File: src/rtl/lpc_host.sv
// ---------------------------------------------------------------------------
// lpc_host
// Minimal LPC initiator issuing single-byte TPM I/O read/write cycles.
// A request is latched from a simple strobe interface, serialised onto
// LFRAME#/LAD, and the peripheral's SYNC nibble is checked. Wait states are
// tolerated, with a timeout on short-wait or unrecognised nibbles.
//
// Optional feature: define LPC_HOST_ABORT_EN to send an LPC abort
// (LFRAME# low with LAD=F for 4 clocks) after a SYNC timeout. Without it a
// timeout simply ends the cycle with an error and leaves the bus released.
//
// Ports
//   clk_i      LPC clock (LCLK), all logic on the rising edge
//   rstn_i     asynchronous active-low reset
//   start_i    request strobe, sampled only while idle
//   wr_i       1 = I/O write, 0 = I/O read (latched with start_i)
//   addr_i     16-bit I/O address (latched with start_i)
//   data_i     write data (latched with start_i)
//   data_o     read data, valid with done_o and held afterwards
//   busy_o     cycle in progress
//   done_o     one-clock completion pulse
//   err_o      qualifies done_o: SYNC error or timeout
//   lframe_o   LFRAME#
//   lad_o      LAD drive value
//   lad_oe     LAD output enable (pad tri-state is external)
//   lad_i      LAD sampled value
// ---------------------------------------------------------------------------
module lpc_host #(
    parameter int SYNC_TIMEOUT = 8
) (
    input  logic        clk_i,
    input  logic        rstn_i,
    input  logic        start_i,
    input  logic        wr_i,
    input  logic [15:0] addr_i,
    input  logic [7:0]  data_i,
    output logic [7:0]  data_o,
    output logic        busy_o,
    output logic        done_o,
    output logic        err_o,
    output logic        lframe_o,
    output logic [3:0]  lad_o,
    output logic        lad_oe,
    input  logic [3:0]  lad_i
);

    localparam int CNT_W = $clog2(SYNC_TIMEOUT + 1);

    typedef enum logic [4:0] {
        IDLE, START, CYCTYPE, ADDR0, ADDR1, ADDR2, ADDR3,
        WDATA0, WDATA1, HTAR0, HTAR1, SYNC, RDATA0, RDATA1,
        PTAR0, PTAR1, DONE, ABORT
    } state_t;

    state_t             state;
    logic               wr_q;
    logic [15:0]        addr_q;
    logic [7:0]         wdata_q;
    logic               err_flag;
    logic [CNT_W-1:0]   sync_cnt;
`ifdef LPC_HOST_ABORT_EN
    logic [2:0]         abort_cnt;
`endif

    // Bus outputs are registered: each transition loads the values that
    // belong to the state being entered, so LAD/LFRAME# change exactly on
    // the clock edge that starts the corresponding bus clock.
    always_ff @(posedge clk_i or negedge rstn_i) begin
        if (!rstn_i) begin
            state    <= IDLE;
            wr_q     <= 1'b0;
            addr_q   <= 16'h0000;
            wdata_q  <= 8'h00;
            err_flag <= 1'b0;
            sync_cnt <= '0;
            data_o   <= 8'h00;
            busy_o   <= 1'b0;
            done_o   <= 1'b0;
            err_o    <= 1'b0;
            lframe_o <= 1'b1;
            lad_o    <= 4'hF;
            lad_oe   <= 1'b0;
`ifdef LPC_HOST_ABORT_EN
            abort_cnt <= 3'd0;
`endif
        end else begin
            done_o <= 1'b0;
            err_o  <= 1'b0;
            case (state)
                IDLE: begin
                    if (start_i) begin
                        wr_q     <= wr_i;
                        addr_q   <= addr_i;
                        wdata_q  <= data_i;
                        err_flag <= 1'b0;
                        busy_o   <= 1'b1;
                        lframe_o <= 1'b0;
                        lad_o    <= 4'b0101;
                        lad_oe   <= 1'b1;
                        state    <= START;
                    end
                end
                START: begin
                    lframe_o <= 1'b1;
                    lad_o    <= wr_q ? 4'b0010 : 4'b0000;
                    state    <= CYCTYPE;
                end
                CYCTYPE: begin
                    lad_o <= addr_q[15:12];
                    state <= ADDR0;
                end
                ADDR0: begin
                    lad_o <= addr_q[11:8];
                    state <= ADDR1;
                end
                ADDR1: begin
                    lad_o <= addr_q[7:4];
                    state <= ADDR2;
                end
                ADDR2: begin
                    lad_o <= addr_q[3:0];
                    state <= ADDR3;
                end
                ADDR3: begin
                    if (wr_q) begin
                        lad_o <= wdata_q[3:0];
                        state <= WDATA0;
                    end else begin
                        lad_o <= 4'hF;
                        state <= HTAR0;
                    end
                end
                WDATA0: begin
                    lad_o <= wdata_q[7:4];
                    state <= WDATA1;
                end
                WDATA1: begin
                    lad_o <= 4'hF;
                    state <= HTAR0;
                end
                HTAR0: begin
                    // Release LAD for the rest of the cycle.
                    lad_oe <= 1'b0;
                    state  <= HTAR1;
                end
                HTAR1: begin
                    sync_cnt <= '0;
                    state    <= SYNC;
                end
                SYNC: begin
                    case (lad_i)
                        4'b0000: state <= wr_q ? PTAR0 : RDATA0;
                        4'b1010: begin
                            err_flag <= 1'b1;
                            state    <= wr_q ? PTAR0 : RDATA0;
                        end
                        // Long wait is exempt from the timeout.
                        4'b0110: sync_cnt <= '0;
                        default: begin
                            if (sync_cnt == CNT_W'(SYNC_TIMEOUT - 1)) begin
                                err_flag <= 1'b1;
`ifdef LPC_HOST_ABORT_EN
                                lframe_o  <= 1'b0;
                                lad_o     <= 4'hF;
                                lad_oe    <= 1'b1;
                                abort_cnt <= 3'd0;
                                state     <= ABORT;
`else
                                state     <= DONE;
`endif
                            end else begin
                                sync_cnt <= sync_cnt + CNT_W'(1);
                            end
                        end
                    endcase
                end
                RDATA0: begin
                    data_o[3:0] <= lad_i;
                    state       <= RDATA1;
                end
                RDATA1: begin
                    data_o[7:4] <= lad_i;
                    state       <= PTAR0;
                end
                PTAR0: state <= PTAR1;
                PTAR1: state <= DONE;
                DONE: begin
                    done_o <= 1'b1;
                    err_o  <= err_flag;
                    busy_o <= 1'b0;
                    state  <= IDLE;
                end
`ifdef LPC_HOST_ABORT_EN
                // Four clocks of LFRAME# low, then one clock of released bus.
                ABORT: begin
                    if (abort_cnt == 3'd3) begin
                        lframe_o <= 1'b1;
                        lad_oe   <= 1'b0;
                    end
                    if (abort_cnt == 3'd4) begin
                        state <= DONE;
                    end
                    abort_cnt <= abort_cnt + 3'd1;
                end
`endif
                default: begin
                    lframe_o <= 1'b1;
                    lad_oe   <= 1'b0;
                    busy_o   <= 1'b0;
                    state    <= IDLE;
                end
            endcase
        end
    end

endmodule

File: config.mk
export PLATFORM = sky130hd
export DESIGN_NAME = lpc_host
export DESIGN_NICKNAME = d
export VERILOG_FILES = /design/src/rtl/lpc_host.sv
export SDC_FILE = /design/constraint.sdc
export NUM_CORES = 1
export LEC_CHECK = 0
export ABC_AREA = 0
export CORE_MARGIN = 2
export CORE_UTILIZATION = 52
export DETAILED_ROUTE_END_ITERATION = 10
export PLACE_DENSITY = 0.81
export SKIP_LAST_GASP = 1
export SYNTH_ARGS = -nofsm -noshare
export SYNTH_HDL_FRONTEND = slang
export SYNTH_SLANG_ARGS = --single-unit
File: constraint.sdc
create_clock -name clk_i -period 1.9 [get_ports clk_i]
set_input_delay 0.38 -clock clk_i [delete_from_list [all_inputs] [get_ports clk_i]]
set_output_delay 0.38 -clock clk_i [all_outputs]
set_load 0.01 [all_outputs]
==> results.ini <==
[logic_synthesis]
ys_types=57
synthesis.nets=258
ys_ff_latch=52
synth_seq_area_share_pct=48.5
netlist_area_um2=2700
synth_enable_flop_cells=0
syn_avg_cell_area_um2=12.0
async_reset_ff_share_pct=100
synth_flop_cell=dfrtp_1
synth_warnings=0
syn_inst=225

[power]
p_sw_mw=1.85
power_mw=5.33
seqPwrFrac_pct=39.5
p_leak_nw=1.56
p_per_area_nw_per_um2=1520
clockPowerShare_pct=14.1
switching_share_pct=34.7
peakVddDrop_mv=0.813
p_int_mw=3.48
combPwrFrac_pct=46.4

[sta]
slew_headroom_pct=60.4
hold_violations=0
setup_tns_ns=0
rsz0062_at_grt=no
worstMarginPinSlew_ns=0.593
setup_violations=0
period_minus_slack_ns=1.78
skew_ns=0.00585
post-route-period-util_pct=93.5
slew_violations=0
fmax_mhz=563

[grt]
grt_pass1_wl_um=10100
grt_overflow=0
grt_use_total_pct=21.3
antenna_found_initial=0
grt_pass1_vias=2132
grt_max_degree=28

[critical_path]
worstPathArrival_ns=2.00
start_kind=register
path_delay_family=compound AO/OA/AOI/OAI gates
setup.worst_path.end_class=register
crit_buf_inv=1
crit_chain=buf_4, nand3b_1, a2111oi_1, a311oi_1, o211ai_1
cpPeakStageDelay_ns=0.54
required_ns=2.13
cp_slowest_cell=a2111oi_1
crit_fanout=14
worstSetupPathType=reg2reg

[cells_and_area]
fin_nets=322
layout_common_cells=clkdlybuf4s50_1, dfrtp_1, buf_4
final_common_cell=clkdlybuf4s50_1
areaGrowthSynthToFinish_pct=30.1
antenna_cells=0
drive_gt1_share_pct=29.0

[hold_path]
hp-class=in2async

[detailed_routing]
viasPerCell=5.68
drc=0
vias=2046
routed_wl_um=5820
drtPass1Iterations=4
wl_per_cell_um=16.2
antenna_left=0
drt-initial-drc-count=154

[clocking]
h-tree-depth=2
clockBufferDepth=2
cts_buffers=5
cts_tree=yes
cts.clk_slew.worst_paths_ns=0.09
numClockSinks=52
cts_setup_buffers=0
worst_skew_pair.late_latency_ns=0.31
cts-root-buf=clkbuf_8

[place]
port-buffer-count=48
place.gp.congestion=0.819
dp_hpwl_um=4320

[floorplanning]
die_w_um=76.0
core_um2=5040
fp-row-count=26
die_height_um=76.0
pin_count=49
initial_core_util_pct=53.5
die_area_um2=5780

[outcome]
status=finished, final reports clean

[job]
cap_violations=0

==> repair_timing <==
item,in CTS,in global routing
hold buffers,0,0
setup endpoints to repair,1,3
pin swaps,0,0
gates cloned,0,0
resized for setup,1,3
==> flip-flops by register name, indices dropped and copies added (netlist names) <==
name,flops
addr_q,16
busy_o,1
data_o,8
done_o,1
err_flag,1
err_o,1
lad_o,4
lad_oe,1
lframe_o,1
state,5
sync_cnt,4
wdata_q,8
wr_q,1
==> cells by family after synthesis <==
group                      after synthesis  share of synthesized area, %
AOI/OAI and AO/OA                       47                          13.3
xor gates and xnor gates                 2                         0.649
adders and majority gates                1                         0.464
buffers and inverters                   23                          4.36
DFF                                     52                          48.5
muxes                                   40                          19.1
and+or+nand+nor                         60                          13.7
==> power by group through the flow <==
stage                     Clock [mW]  Sequential [mW]  Combinational [mW]
final                          0.751             2.10                2.47
after global routing           0.809             2.18                2.69
after CTS                      0.768             2.10                2.48
after detailed placement           0             2.12                2.46
after global placement             0             2.09                2.39
after floorplan                    0             1.97                1.69
==> cells in the mapped netlist, drive strengths merged (3+ instances only) <==
library cell,n,area (um2)
nand2,11,41.3
nor4,4,40.0
dfstp,5,131
a311oi,4,35.0
o211ai,3,22.5
and3,4,25.0
mux2i,3,30.0
mux2,37,484
nor2b,5,31.3
a21oi,7,35.0
buf,13,78.8
inv,5,18.8
nor2,8,30.0
a21o,4,30.0
dfrtp,47,1180
o31ai,3,22.5
clkbuf,5,20.0
o22ai,3,18.8
a211o,3,26.3
nand3,4,32.5
nor3,6,30.0
o21ai,6,30.0
==> path summary, 6_finish.rpt <==
kind	end	slack [ns]	start	cells past startpoint
setup / recovery	lad_o[1]	0.12	state[3]	5
hold / removal	done_o	0.07	rstn_i	1
setup reg to reg	lad_o[1]	0.12	state[3]	5
hold reg to reg	err_flag	0.51	err_flag	1
max in group asynchronous	state[1]	1.28	rstn_i	2
min in group clk_i	err_flag	0.51	err_flag	1
==> worst reg2reg max path, delay by kind of cell (launching register included) <==
family	cells	cell delay [ns]
flops	1	0.52
buf+inv	1	0.24
simple gates	1	0.16
compound gates	3	0.79
==> per-layer routing <==
metal  vias to the layer above  global-route usage [%]  wire length, um
li1                        960                       -                -
met1                      1023                    28.9             2580
met2                        53                    34.8             2890
met3                        10                    4.03              270
met4                         0                    6.91               75
met5                         -                       0                0
==> area by class of cell <==
cell class,count,area [um2]
sequential,52,1310
inverter,5,18.8
clock inverter,2,35.0
clock buffer,6,72.6
fill,383,1530
tap,70,87.6
timing repair buffer,75,703
multi-input combinational,150,1280
==> metrics by stage <==
step                      utilization (%)  setup slack [ns]  hold WS, ns  instance area, um2  std cells
final                                69.6             0.124       0.0668                3510        360
after global routing                 69.6            0.0310        0.106                3510        360
after detailed placement             67.2            -0.174        0.420                3390        352
after floorplan                         -             0.288       0.0844                2700        225
after global placement               67.2            -0.143        0.408                3390        352
after CTS                            69.4            0.0406       0.0898                3500        360
(Power assumes the default switching activity.)
